## src/rtl/bus_xfer_ctrl.sv

```systemverilog
// Bus-master sequencer for the shared tri-state register bus.
// Runs one register-to-register (or immediate-to-register) transfer at a time.
// Each transfer drives the bus for one settle cycle and then strobes the
// destination's write enable for one cycle.
//
// state | meaning
// ------+---------------------------------------------------------------
// IDLE  | ready for a request, all strobes low
// DRIVE | source (register or immediate) drives the bus, bus settles
// WRITE | source still drives, destination write enable high
module bus_xfer_ctrl #(
  parameter int N_REGS = 8,
  parameter int IDX_W  = 3,
  parameter int WIDTH  = 8
) (
  input  logic              clock,
  input  logic              reset_n,
  input  logic              req_valid,
  output logic              req_ready,
  input  logic [IDX_W-1:0]  req_src,
  input  logic [IDX_W-1:0]  req_dst,
  input  logic              req_imm_en,
  input  logic [WIDTH-1:0]  req_imm,
  output logic [N_REGS-1:0] out_en,
  output logic [N_REGS-1:0] write_en,
  output logic              bus_oe,
  output logic [WIDTH-1:0]  bus_out,
  input  logic [WIDTH-1:0]  bus_in,
  output logic [WIDTH-1:0]  last_data,
  output logic              done,
  output logic              err
);

  typedef enum logic [1:0] {IDLE, DRIVE, WRITE} state_t;

  // One bit wider than the index so N_REGS = 2**IDX_W still compares correctly.
  localparam logic [IDX_W:0]    IDX_LIM = (IDX_W + 1)'(N_REGS);
  localparam logic [N_REGS-1:0] ONE     = N_REGS'(1);

  state_t           state;
  logic [IDX_W-1:0] dst_q;
  logic             dst_ok;
  logic             src_ok;
  logic             legal;

  // Range check of the incoming request; the source index does not matter
  // when the immediate drives the bus.
  always_comb begin
    dst_ok = ({1'b0, req_dst} < IDX_LIM);
    src_ok = ({1'b0, req_src} < IDX_LIM);
    legal  = dst_ok && (req_imm_en || src_ok);
  end

  // Transfer sequencer; every output is a register so strobes never glitch
  // from the request inputs. Drive strobes are decided at acceptance and
  // held, so request fields are never looked at again.
  always_ff @(posedge clock or negedge reset_n) begin
    if (!reset_n) begin
      state     <= IDLE;
      dst_q     <= '0;
      req_ready <= 1'b1;
      out_en    <= '0;
      write_en  <= '0;
      bus_oe    <= 1'b0;
      bus_out   <= '0;
      last_data <= '0;
      done      <= 1'b0;
      err       <= 1'b0;
    end else begin
      done <= 1'b0;
      err  <= 1'b0;
      case (state)
        IDLE: begin
          if (req_valid) begin
            if (legal) begin
              state     <= DRIVE;
              req_ready <= 1'b0;
              dst_q     <= req_dst;
              if (req_imm_en) begin
                bus_oe  <= 1'b1;
                bus_out <= req_imm;
              end else begin
                out_en  <= ONE << req_src;
              end
            end else begin
              err <= 1'b1;
            end
          end
        end
        DRIVE: begin
          state    <= WRITE;
          write_en <= ONE << dst_q;
        end
        WRITE: begin
          state     <= IDLE;
          out_en    <= '0;
          write_en  <= '0;
          bus_oe    <= 1'b0;
          bus_out   <= '0;
          last_data <= bus_in;
          done      <= 1'b1;
          req_ready <= 1'b1;
        end
        default: begin
          state     <= IDLE;
          out_en    <= '0;
          write_en  <= '0;
          bus_oe    <= 1'b0;
          bus_out   <= '0;
          req_ready <= 1'b1;
        end
      endcase
    end
  end

endmodule

```

## config.mk

```make
export PLATFORM = sky130hd
export DESIGN_NAME = bus_xfer_ctrl
export DESIGN_NICKNAME = d
export VERILOG_FILES = /design/src/rtl/bus_xfer_ctrl.sv
export SDC_FILE = /design/constraint.sdc
export NUM_CORES = 1
export LEC_CHECK = 0
export ABC_AREA = 1
export CAP_MARGIN = 20
export CORE_MARGIN = 10
export CORE_UTILIZATION = 43
export CTS_CLUSTER_SIZE = 24
export DETAILED_ROUTE_END_ITERATION = 12
export HOLD_SLACK_MARGIN = 0.15
export PLACE_DENSITY = 0.79
export SKIP_CTS_REPAIR_TIMING = 1
export SLEW_MARGIN = 40
export SYNTH_ARGS = -nofsm -noshare
export SYNTH_HDL_FRONTEND = slang
export SYNTH_SLANG_ARGS = --single-unit
```

## constraint.sdc

```tcl
create_clock -name clock -period 1.3 [get_ports clock]
set_input_delay 0.195 -clock clock [delete_from_list [all_inputs] [get_ports clock]]
set_output_delay 0.195 -clock clock [all_outputs]
set_load 0.02 [all_outputs]
```

==> metrics, run 1 <==
routed via count between 1000 and 1500; slack of the critical path between 0.07 and 0.08 ns; starting DRC count in detailed routing between 40 and 50; worst hold slack across all endpoints between 0.3 and 0.4 ns; GR peak layer met2; setup repair after global routing missed its margin false; highest fanout seen on the critical path 2; share of layout cells above drive strength 1 10.7%; detail-routed net length per standard cell 13.4 um; Detail Placement HPWL approximately 3100 um; via count of the first global-routing pass approximately 1400; post-placement setup slack -0.144 ns; router iterations before antenna repair 5; clock insertion delay at the later pin of the skew report around 0.28 ns; run status completed; crit path cell chain dlymetal6s2s_1; Startpoint Class flop; global routing met3 resource utilization about 4.3%; area of the mapped netlist 1620 sq um; Initial Utilization between 40% and 50%; worst setup skew after layout around 0.0061 ns; number of distinct library cell variants in the gate-level netlist after synthesis 17; setup slack on the worst flop-to-flop path 0.14 ns; first-pass GRT wire length ~6300 um; IO Port Bufs 60; fin crit share between 90% and 100%; Boundary Pins 62; met1 capacity usage during global routing ~15%; worst IR drop on VDD a little over 0.8 mV; Tot GR Track Use about an eighth; post-route minimum period approximately 1.2 ns; die width 81.5 um; count of buffering cells on the critical path with inverters included 1; clock-pin transition on the worst setup and hold timing paths roughly 0.080 ns; # rows 22; Die Ht between 80 and 90 um; maximum frequency from static timing analysis around 0.82 GHz; share of synthesized area occupied by flip-flops and latches between 60 and 70%; Crit. End Element output port; slowest stage delay, CP ~0.53 ns; count of max-cap constraint violations 0; clock buffer count from CTS 5; syn avg cell area approximately 9.0 sq um; worst setup path category reg -> out; slowest stage cell on the critical path sky130_fd_sc_hd__dfstp_2; number of nets in the finished design 278; # placed instances a little under 300; final cell count without fillers approximately 300; class of the tightest hold or removal check in -> async; total length of routed wires 4020 um; worst path arrival time between 1 and 1.5 ns; final count of hold timing violations 0; core area 3660 sq um; worst-case reg-to-reg path depth 5; synthesized netlist net count ~210; Worst R2R End bus_out[1]; #FFs+latches synth 40; # DRC 0; Power Total 3.65 mW; warnings from Yosys 0; Detail Route Antenna Nets 0; maximum number of pins on one net before global-route repair 26; DR vias/cell roughly 4.6; number of antenna violations at the first check in global routing 0; count of antenna diodes in the layout 0; global routing usage on met2 between 10% and 20%; Setup violations, final 0; full die area between 6000 and 7000 sq um; placer's final routability congestion estimate between 0.7 and 0.8; master cell of the clock root buffer sky130_fd_sc_hd__clkbuf_8; CTS tree done; total power per unit cell area roughly 1500 nW/um^2; signed area change from the synthesized netlist to the final layout 53.9%; leakage power figure roughly 1.7 nW; TritonCTS Sinks 40; sum of overflow across all layers after global routing 0; gate count after technology mapping ~180; CTS H-tree lvls 2; Max Transition Viols Final 0; endpoint required time on the critical path between 1 and 1.5 ns; cell family contributing the most delay on the critical path flip-flops; post-layout utilization of the core slightly below 70%; launch instance of the worst register-to-register path state[1]; maximum clock insertion buffer count 2
metrics by stage:
step	area (sq um)	TNS, ns
after floorplan	1620	0
after global placement	2310	-0.581
after detailed placement	2310	-1.15
after CTS	2390	-5.41
after global routing	2500	0
final	2500	0
sequential cells by signal (all words and copies together) (netlist names):
signal	count
req_ready	1
done	1
bus_oe	1
dst_q	3
out_en	8
last_data	8
state	2
bus_out	8
write_en	8
how the worst max path moves through the flow:
stage              start    endpoint  slack, ns  cells past startpoint
6_report       req_ready   req_ready       0.08                      1
5_1_grt         state[1]  bus_out[5]       0.02                      5
4_1_cts        req_ready   req_ready      -0.32                      1
3_5_place_dp   req_valid      bus_oe      -0.14                      6
3_3_place_gp   req_valid  bus_out[5]      -0.07                      6
2_1_floorplan   state[1]   out_en[0]       0.19                      6
cell usage after synthesis:
| cell type | n | area share, % |
|---|---|---|
| sky130_fd_sc_hd__dfstp_2 | 1 | 1.6 |
| sky130_fd_sc_hd__o21ai_2 | 1 | 0.54 |
| sky130_fd_sc_hd__nor2_4 | 2 | 1.4 |
| sky130_fd_sc_hd__nand3_1 | 19 | 5.9 |
| sky130_fd_sc_hd__buf_4 | 2 | 0.92 |
| sky130_fd_sc_hd__buf_6 | 1 | 0.69 |
| sky130_fd_sc_hd__o21ai_0 | 11 | 3.4 |
| sky130_fd_sc_hd__buf_2 | 1 | 0.31 |
| sky130_fd_sc_hd__o21ai_1 | 7 | 2.2 |
| sky130_fd_sc_hd__nor2_1 | 7 | 1.6 |
| sky130_fd_sc_hd__dfrtp_1 | 39 | 60 |
| sky130_fd_sc_hd__nand2_2 | 3 | 1.2 |
| sky130_fd_sc_hd__inv_1 | 9 | 2.1 |
| sky130_fd_sc_hd__nand2_1 | 72 | 17 |
| sky130_fd_sc_hd__inv_2 | 4 | 0.92 |
| sky130_fd_sc_hd__nor2_2 | 1 | 0.39 |
| sky130_fd_sc_hd__conb_1 | 1 | 0.23 |
where the power goes:
| part | switching, mW | internal (mW) |
|---|---|---|
| logic | 0.701 | 0.547 |
| registers | 0.137 | 1.49 |
| clock network | 0.394 | 0.377 |
| total | 1.23 | 2.42 |
cell families after synthesis:
group | share of synthesized area, %
simple gates | 27.0
flops | 61.7
compound gates | 6.09
buf+inv | 4.93
other cells | 0.231
cell type report:
| type | instances | area (sq um) |
|---|---|---|
| Fill cell | 292 | 1160 |
| Sequential cell | 40 | 1000 |
| Timing Repair Buffer | 68 | 758 |
| Multi-Input combinational cell | 124 | 549 |
| Clock buffer | 7 | 76.3 |
| Tap cell | 48 | 60.1 |
| Inverter | 13 | 48.8 |
| Clock inverter | 1 | 5.00 |
per-layer routing:
metal,part of all wire (%),up-vias,routed length [um]
met5,0,-,0
met4,0.90,0,36
met3,4.2,2,170
met2,46,37,1870
met1,48,631,1950
li1,-,716,-
layout by cell type, fill, tap and decap left out:
cell / Yosys / routed
sky130_fd_sc_hd__nand2_1: 72 / 71
sky130_fd_sc_hd__buf_12: 0 / 1
sky130_fd_sc_hd__clkinv_2: 0 / 1
sky130_fd_sc_hd__inv_1: 9 / 9
sky130_fd_sc_hd__clkbuf_8: 0 / 5
sky130_fd_sc_hd__o21ai_1: 7 / 7
sky130_fd_sc_hd__o21ai_0: 11 / 11
sky130_fd_sc_hd__buf_2: 1 / 1
sky130_fd_sc_hd__nor2_1: 7 / 7
sky130_fd_sc_hd__dlygate4sd3_1: 0 / 1
sky130_fd_sc_hd__inv_2: 4 / 4
sky130_fd_sc_hd__clkdlybuf4s50_1: 0 / 24
sky130_fd_sc_hd__clkbuf_1: 0 / 2
sky130_fd_sc_hd__dfrtp_1: 39 / 39
sky130_fd_sc_hd__nor2_2: 1 / 1
sky130_fd_sc_hd__nand2_4: 0 / 1
sky130_fd_sc_hd__nor2_4: 2 / 2
sky130_fd_sc_hd__nand3_1: 19 / 19
sky130_fd_sc_hd__nand2_2: 3 / 3
sky130_fd_sc_hd__buf_4: 2 / 6
sky130_fd_sc_hd__o21ai_2: 1 / 1
sky130_fd_sc_hd__dlymetal6s2s_1: 0 / 35
sky130_fd_sc_hd__dfstp_2: 1 / 1
sky130_fd_sc_hd__conb_1: 1 / 1
No activity file was read; power rests on OpenSTA's default activity.
==> inputs of run 2 (changes only) <==
==> constraint.sdc (replaced) <==
create_clock -name clock -period 1.4 [get_ports clock]
set_input_delay 0.21 -clock clock [delete_from_list [all_inputs] [get_ports clock]]
set_output_delay 0.21 -clock clock [all_outputs]
set_load 0.02 [all_outputs]
==> metrics, run 2 (synthesized netlist as in run 1, its figures left out) <==
run status completed; setup slack on the worst flop-to-flop path 0.19 ns (+0.05 ns); post-placement setup slack -0.0410 ns (+0.103 ns); sum of overflow across all layers after global routing 0 (unchanged); detail-routed net length per standard cell 13.5 um (+0.84%); highest fanout seen on the critical path 2 (unchanged); worst setup skew after layout 0.00454 ns (-0.00159 ns); global routing usage on met2 19.8% (+0.63 points); slowest stage cell on the critical path sky130_fd_sc_hd__dfstp_2; worst hold slack across all endpoints 0.369 ns (+0.000431 ns); count of max-cap constraint violations 0 (unchanged); DR vias/cell 4.60 (-0.13%); endpoint required time on the critical path 1.19 ns (+0.08 ns); full die area 6630 sq um (unchanged); Power Total 3.44 mW (-5.8%); leading cell type in the layout, fill and taps excluded sky130_fd_sc_hd__nand2_1; total length of routed wires 4030 um (+0.17%); Detail Route Antenna Nets 0 (unchanged); clock buffer count from CTS 5 (unchanged); Crit. End Element output port; class of the tightest hold or removal check in -> async; via count of the first global-routing pass 1377 (-0.65%); post-route cell area 2490 sq um (-0.55%); core area 3660 sq um (unchanged); Switching Share 33.5% (-0.30 points); part of the total power dissipated in combinational logic 33.3% (-0.9 points); most used cells in the layout excluding fill and tap cells sky130_fd_sc_hd__nand2_1, sky130_fd_sc_hd__dfrtp_1, sky130_fd_sc_hd__dlymetal6s2s_1, sky130_fd_sc_hd__clkdlybuf4s50_1, sky130_fd_sc_hd__nand3_1; fin crit share roughly 90%; CTS tree done; CTS H-tree lvls 2 (unchanged); die width 81.5 um (unchanged); Max Transition Viols Final 0 (unchanged); maximum number of pins on one net before global-route repair 26 (unchanged); Detail Placement HPWL 3090 um (-0.24%); # placed instances 290 (-0.68%); starting DRC count in detailed routing 56 (+19%); total power per unit cell area 1380 nW/um^2 (-5.3%); number of antenna violations at the first check in global routing 0 (unchanged); Die Ht 81.5 um (unchanged); setup repair after global routing missed its margin false; # DRC 0 (unchanged); master cell of the clock root buffer sky130_fd_sc_hd__clkbuf_8; launch instance of the worst register-to-register path state[1]; setup TNS 0 ns (unchanged); cell area after placement 2300 sq um (-0.65%); worst path arrival time 1.04 ns (about the same); first-pass GRT wire length 6510 um (+4.0%); TritonCTS Sinks 40 (unchanged); routed via count 1375 (-0.79%); post-layout utilization of the core 67.9% (-0.38 points); count of buffering cells on the critical path with inverters included 1 (unchanged); sequential cell fraction of total power 44.1% (-0.6 points); cell family contributing the most delay on the critical path flip-flops; clock-pin transition on the worst setup and hold timing paths 0.07 ns (about the same); # rows 22 (unchanged); final cell count without fillers 299 (-0.66%); placer's final routability congestion estimate 0.730 (+0.30%); IO Port Bufs 60 (unchanged); Worst R2R End out_en[2]; share of layout cells above drive strength 1 9.56% (-1.1 points); count of antenna diodes in the layout 0 (unchanged); worst setup path category reg -> out; final count of hold timing violations 0 (unchanged); met1 capacity usage during global routing 15.1% (+0.54 points); router iterations before antenna repair 4 (-1); slack of the critical path 0.146 ns (+0.0704 ns); GR peak layer met2; global routing met3 resource utilization 4.04% (-0.22 points); maximum clock insertion buffer count 2 (unchanged); worst IR drop on VDD 0.675 mV (-16%); signed area change from the synthesized netlist to the final layout 53.1%; clock network power share 22.6% (+1.5 points); slowest stage delay, CP 0.53 ns (about the same); crit path from req_ready; worst-case reg-to-reg path depth 5 (unchanged); maximum frequency from static timing analysis 0.797 GHz; Boundary Pins 62 (unchanged); cell-internal power 2.29 mW (-5.4%); crit path cell chain dlymetal6s2s_1; Tot GR Track Use 12.7% (+0.73 points); leakage power figure 1.68 nW (-0.56%); clock insertion delay at the later pin of the skew report 0.29 ns (about the same); power spent charging and discharging nets 1.15 mW (-6.7%); Initial Utilization 44.4% (unchanged); Startpoint Class flop; post-route minimum period about 1.3 ns; Setup violations, final 0 (unchanged); number of nets in the finished design 276 (-0.72%)
## run 2: cell count changes in the layout (fill, tap and decap cells not counted), sizes merged
cell	before	now
buf	8	6
clkbuf	7	8
clkinv	1	0
## run 2: how the worst max path moves through the flow
| stage | endpoint | slack (ns) | cells after the start |
|---|---|---|---|
| after global routing | bus_oe | 0.05 | 5 |
| final | req_ready | 0.15 | 1 |
| after floorplan | out_en[0] | 0.29 | 6 |
| after CTS | req_ready | -0.25 | 1 |
| after detailed placement | bus_oe | -0.04 | 6 |
| after global placement | bus_out[4] | 0.02 | 6 |
## run 2: per-layer routing
layer | wire length, um | vias up
met2 | 1850 | 36
met5 | 0 | -
li1 | - | 711
met4 | 87 | 0
met1 | 1880 | 621
met3 | 205 | 7
## run 2: power groups by stage
| stage | registers [mW] | clock network, mW | logic (mW) |
|---|---|---|---|
| after floorplan | 1.78 | 0 | 0.338 |
| after global placement | 1.54 | 0 | 1.18 |
| after detailed placement | 1.55 | 0 | 1.20 |
| after CTS | 1.53 | 0.793 | 1.20 |
| after global routing | 1.54 | 0.840 | 1.26 |
| final | 1.52 | 0.776 | 1.14 |
## run 2: area by class of cell
class	count	area, sq um
repair buffers	66	743
flip-flops and latches	40	1000
well taps	48	60.1
multi-input cells	124	542
fillers	287	1170
inverters	13	48.8
clock buffers	8	90.1
==> inputs of run 3 (changes only) <==
--- a/config.mk
+++ b/config.mk
@@ -8,11 +8,11 @@
 export ABC_AREA = 1
 export CAP_MARGIN = 20
 export CORE_MARGIN = 10
-export CORE_UTILIZATION = 43
+export CORE_UTILIZATION = 46
 export CTS_CLUSTER_SIZE = 24
 export DETAILED_ROUTE_END_ITERATION = 12
 export HOLD_SLACK_MARGIN = 0.15
-export PLACE_DENSITY = 0.79
+export PLACE_DENSITY = 0.83
 export SKIP_CTS_REPAIR_TIMING = 1
 export SLEW_MARGIN = 40
 export SYNTH_ARGS = -nofsm -noshare
==> constraint.sdc (replaced) <==
create_clock -name clock -period 1.55 [get_ports clock]
set_input_delay 0.2325 -clock clock [delete_from_list [all_inputs] [get_ports clock]]
set_output_delay 0.2325 -clock clock [all_outputs]
set_load 0.02 [all_outputs]
==> metrics, run 3 (synthesized netlist as in run 1, its figures left out) <==
run status completed; maximum frequency from static timing analysis 0.743 GHz; number of filler cells placed in the layout 270 (-5.9%); leakage power figure 1.68 nW (-0.21%); Multi-input gate area 542 sq um (unchanged); Setup violations, final 0 (unchanged); number of antenna violations at the first check in global routing 0 (unchanged); routed via count 1397 (+1.6%); IO Port Bufs 60 (unchanged); power spent charging and discharging nets 1.03 mW (-10%); # rows 21 (-4.5%); total power per unit cell area 1280 nW/um^2 (-7.7%); detail-routed net length per standard cell 13.9 um (+3.5%); Initial Utilization 48.3% (+3.9 points); clock insertion delay at the later pin of the skew report 0.35 ns (+0.06 ns); maximum clock insertion buffer count 2 (unchanged); total length of routed wires 4110 um (+2.1%); core area 3360 sq um (-8.1%); highest fanout seen on the critical path 2 (unchanged); # DRC 0 (unchanged); full die area 6310 sq um (-4.9%); Die Ht 79.4 um (-2.5%); final cell count without fillers 295 (-1.3%); most used cells in the layout excluding fill and tap cells sky130_fd_sc_hd__nand2_1, sky130_fd_sc_hd__dfrtp_1, sky130_fd_sc_hd__dlymetal6s2s_1, sky130_fd_sc_hd__clkdlybuf4s50_1, sky130_fd_sc_hd__nand3_1; DR vias/cell 4.74 (+3.0%); final count of hold timing violations 0 (unchanged); Startpoint Class flop; Detail Placement HPWL 3080 um (-0.34%); clock network power share 24.1% (+1.5 points); post-layout utilization of the core 73.5% (+5.6 points); count of max-cap constraint violations 0 (unchanged); leading cell type in the layout, fill and taps excluded sky130_fd_sc_hd__nand2_1; fin crit share between 80 and 90%; placer's final routability congestion estimate 0.754 (+3.3%); cell family contributing the most delay on the critical path flip-flops; Tot GR Track Use 13.4% (+0.68 points); post-placement setup slack 0.0278 ns (+0.0688 ns); cell-internal power 2.12 mW (-7.2%); slack of the critical path 0.204 ns (+0.0582 ns); die width 79.4 um (-2.5%); count of antenna diodes in the layout 0 (unchanged); count of buffering cells on the critical path with inverters included 1 (unchanged); Power Total 3.15 mW (-8.2%); cell area after placement 2280 sq um (-0.76%); sequential cell fraction of total power 43.2% (-0.9 points); slowest stage delay, CP 0.55 ns (+0.02 ns); worst setup skew after layout 0.00609 ns (+0.00155 ns); router iterations before antenna repair 4 (unchanged); master cell of the clock root buffer sky130_fd_sc_hd__clkbuf_4; worst IR drop on VDD 0.678 mV (+0.37%); class of the tightest hold or removal check in -> async; Detail Route Antenna Nets 0 (unchanged); clock buffer count from CTS 5 (unchanged); maximum number of pins on one net before global-route repair 23 (-12%); clock-pin transition on the worst setup and hold timing paths 0.12 ns (+0.05 ns); slowest stage cell on the critical path sky130_fd_sc_hd__dfstp_2; share of layout cells above drive strength 1 9.64% (+0.077 points); Switching Share 32.8% (-0.70 points); post-route cell area 2470 sq um (-0.50%); CTS H-tree lvls 2 (unchanged); Seq. cell area 1000 sq um (unchanged); Crit. End Element output port; Boundary Pins 62 (unchanged); # placed instances 286 (-1.4%); number of nets in the finished design 274 (-0.72%); endpoint required time on the critical path 1.32 ns (+0.13 ns); Max Transition Viols Final 0 (unchanged); first-pass GRT wire length 6730 um (+3.5%); TritonCTS Sinks 40 (unchanged); CTS tree done; worst path arrival time 1.11 ns (+0.07 ns); signed area change from the synthesized netlist to the final layout 52.3%; setup repair after global routing missed its margin false; part of the total power dissipated in combinational logic 32.7% (-0.6 points); worst setup path category reg -> out; sum of overflow across all layers after global routing 0 (unchanged); starting DRC count in detailed routing 52 (-7.1%); via count of the first global-routing pass 1432 (+4.0%); crit path cell chain dlymetal6s2s_1; post-route minimum period approximately 1.3 ns
run 3: changes by cell type in the layout (fill, tap and decap cells not counted), sizes merged:
cell	change
buf	-2
clkbuf	-1
bufinv	+1
run 3: power groups by stage:
stage	Combinational (mW)	Clock (mW)	Sequential (mW)
3_5_place_dp	1.08	0	1.39
6_report	1.03	0.760	1.36
3_3_place_gp	1.05	0	1.38
2_1_floorplan	0.305	0	1.61
4_1_cts	1.09	0.771	1.37
5_1_grt	1.13	0.822	1.40
run 3: cell type report:
type | instances | area share (%)
Inverter | 13 | 1.97
Clock inverter | 1 | 1.21
Sequential cell | 40 | 40.5
Clock buffer | 7 | 2.63
Multi-Input combinational cell | 124 | 21.9
Timing Repair Buffer | 64 | 29.4
Tap cell | 46 | 2.33
run 3: stage by stage:
step	hold slack, ns	TNS, ns
2_1_floorplan	-0.0631	0
3_3_place_gp	0.196	0
3_5_place_dp	0.196	0
4_1_cts	-0.195	-1.04
5_1_grt	0.354	0
6_report	0.325	0
run 3: worst paths after layout:
kind | cells after the start | start | to | slack [ns]
min reg2reg | 2 | bus_oe | bus_oe | 0.48
max | 1 | req_ready | req_ready | 0.20
max reg2reg | 5 | state[1] | bus_out[6] | 0.23
max in group asynchronous | 3 | reset_n | req_ready | 0.69
min | 2 | reset_n | write_en[1] | 0.33
min in group clock | 3 | bus_in[1] | last_data[1] | 0.41
run 3: layer usage:
| layer | global-route usage (%) | part of all wire [%] | vias to the layer above |
|---|---|---|---|
| li1 | - | - | 703 |
| met1 | 15.0 | 41 | 644 |
| met2 | 21.5 | 50 | 43 |
| met3 | 5.18 | 6.8 | 7 |
| met4 | 6.99 | 2.2 | 0 |
| met5 | 0 | 0 | - |
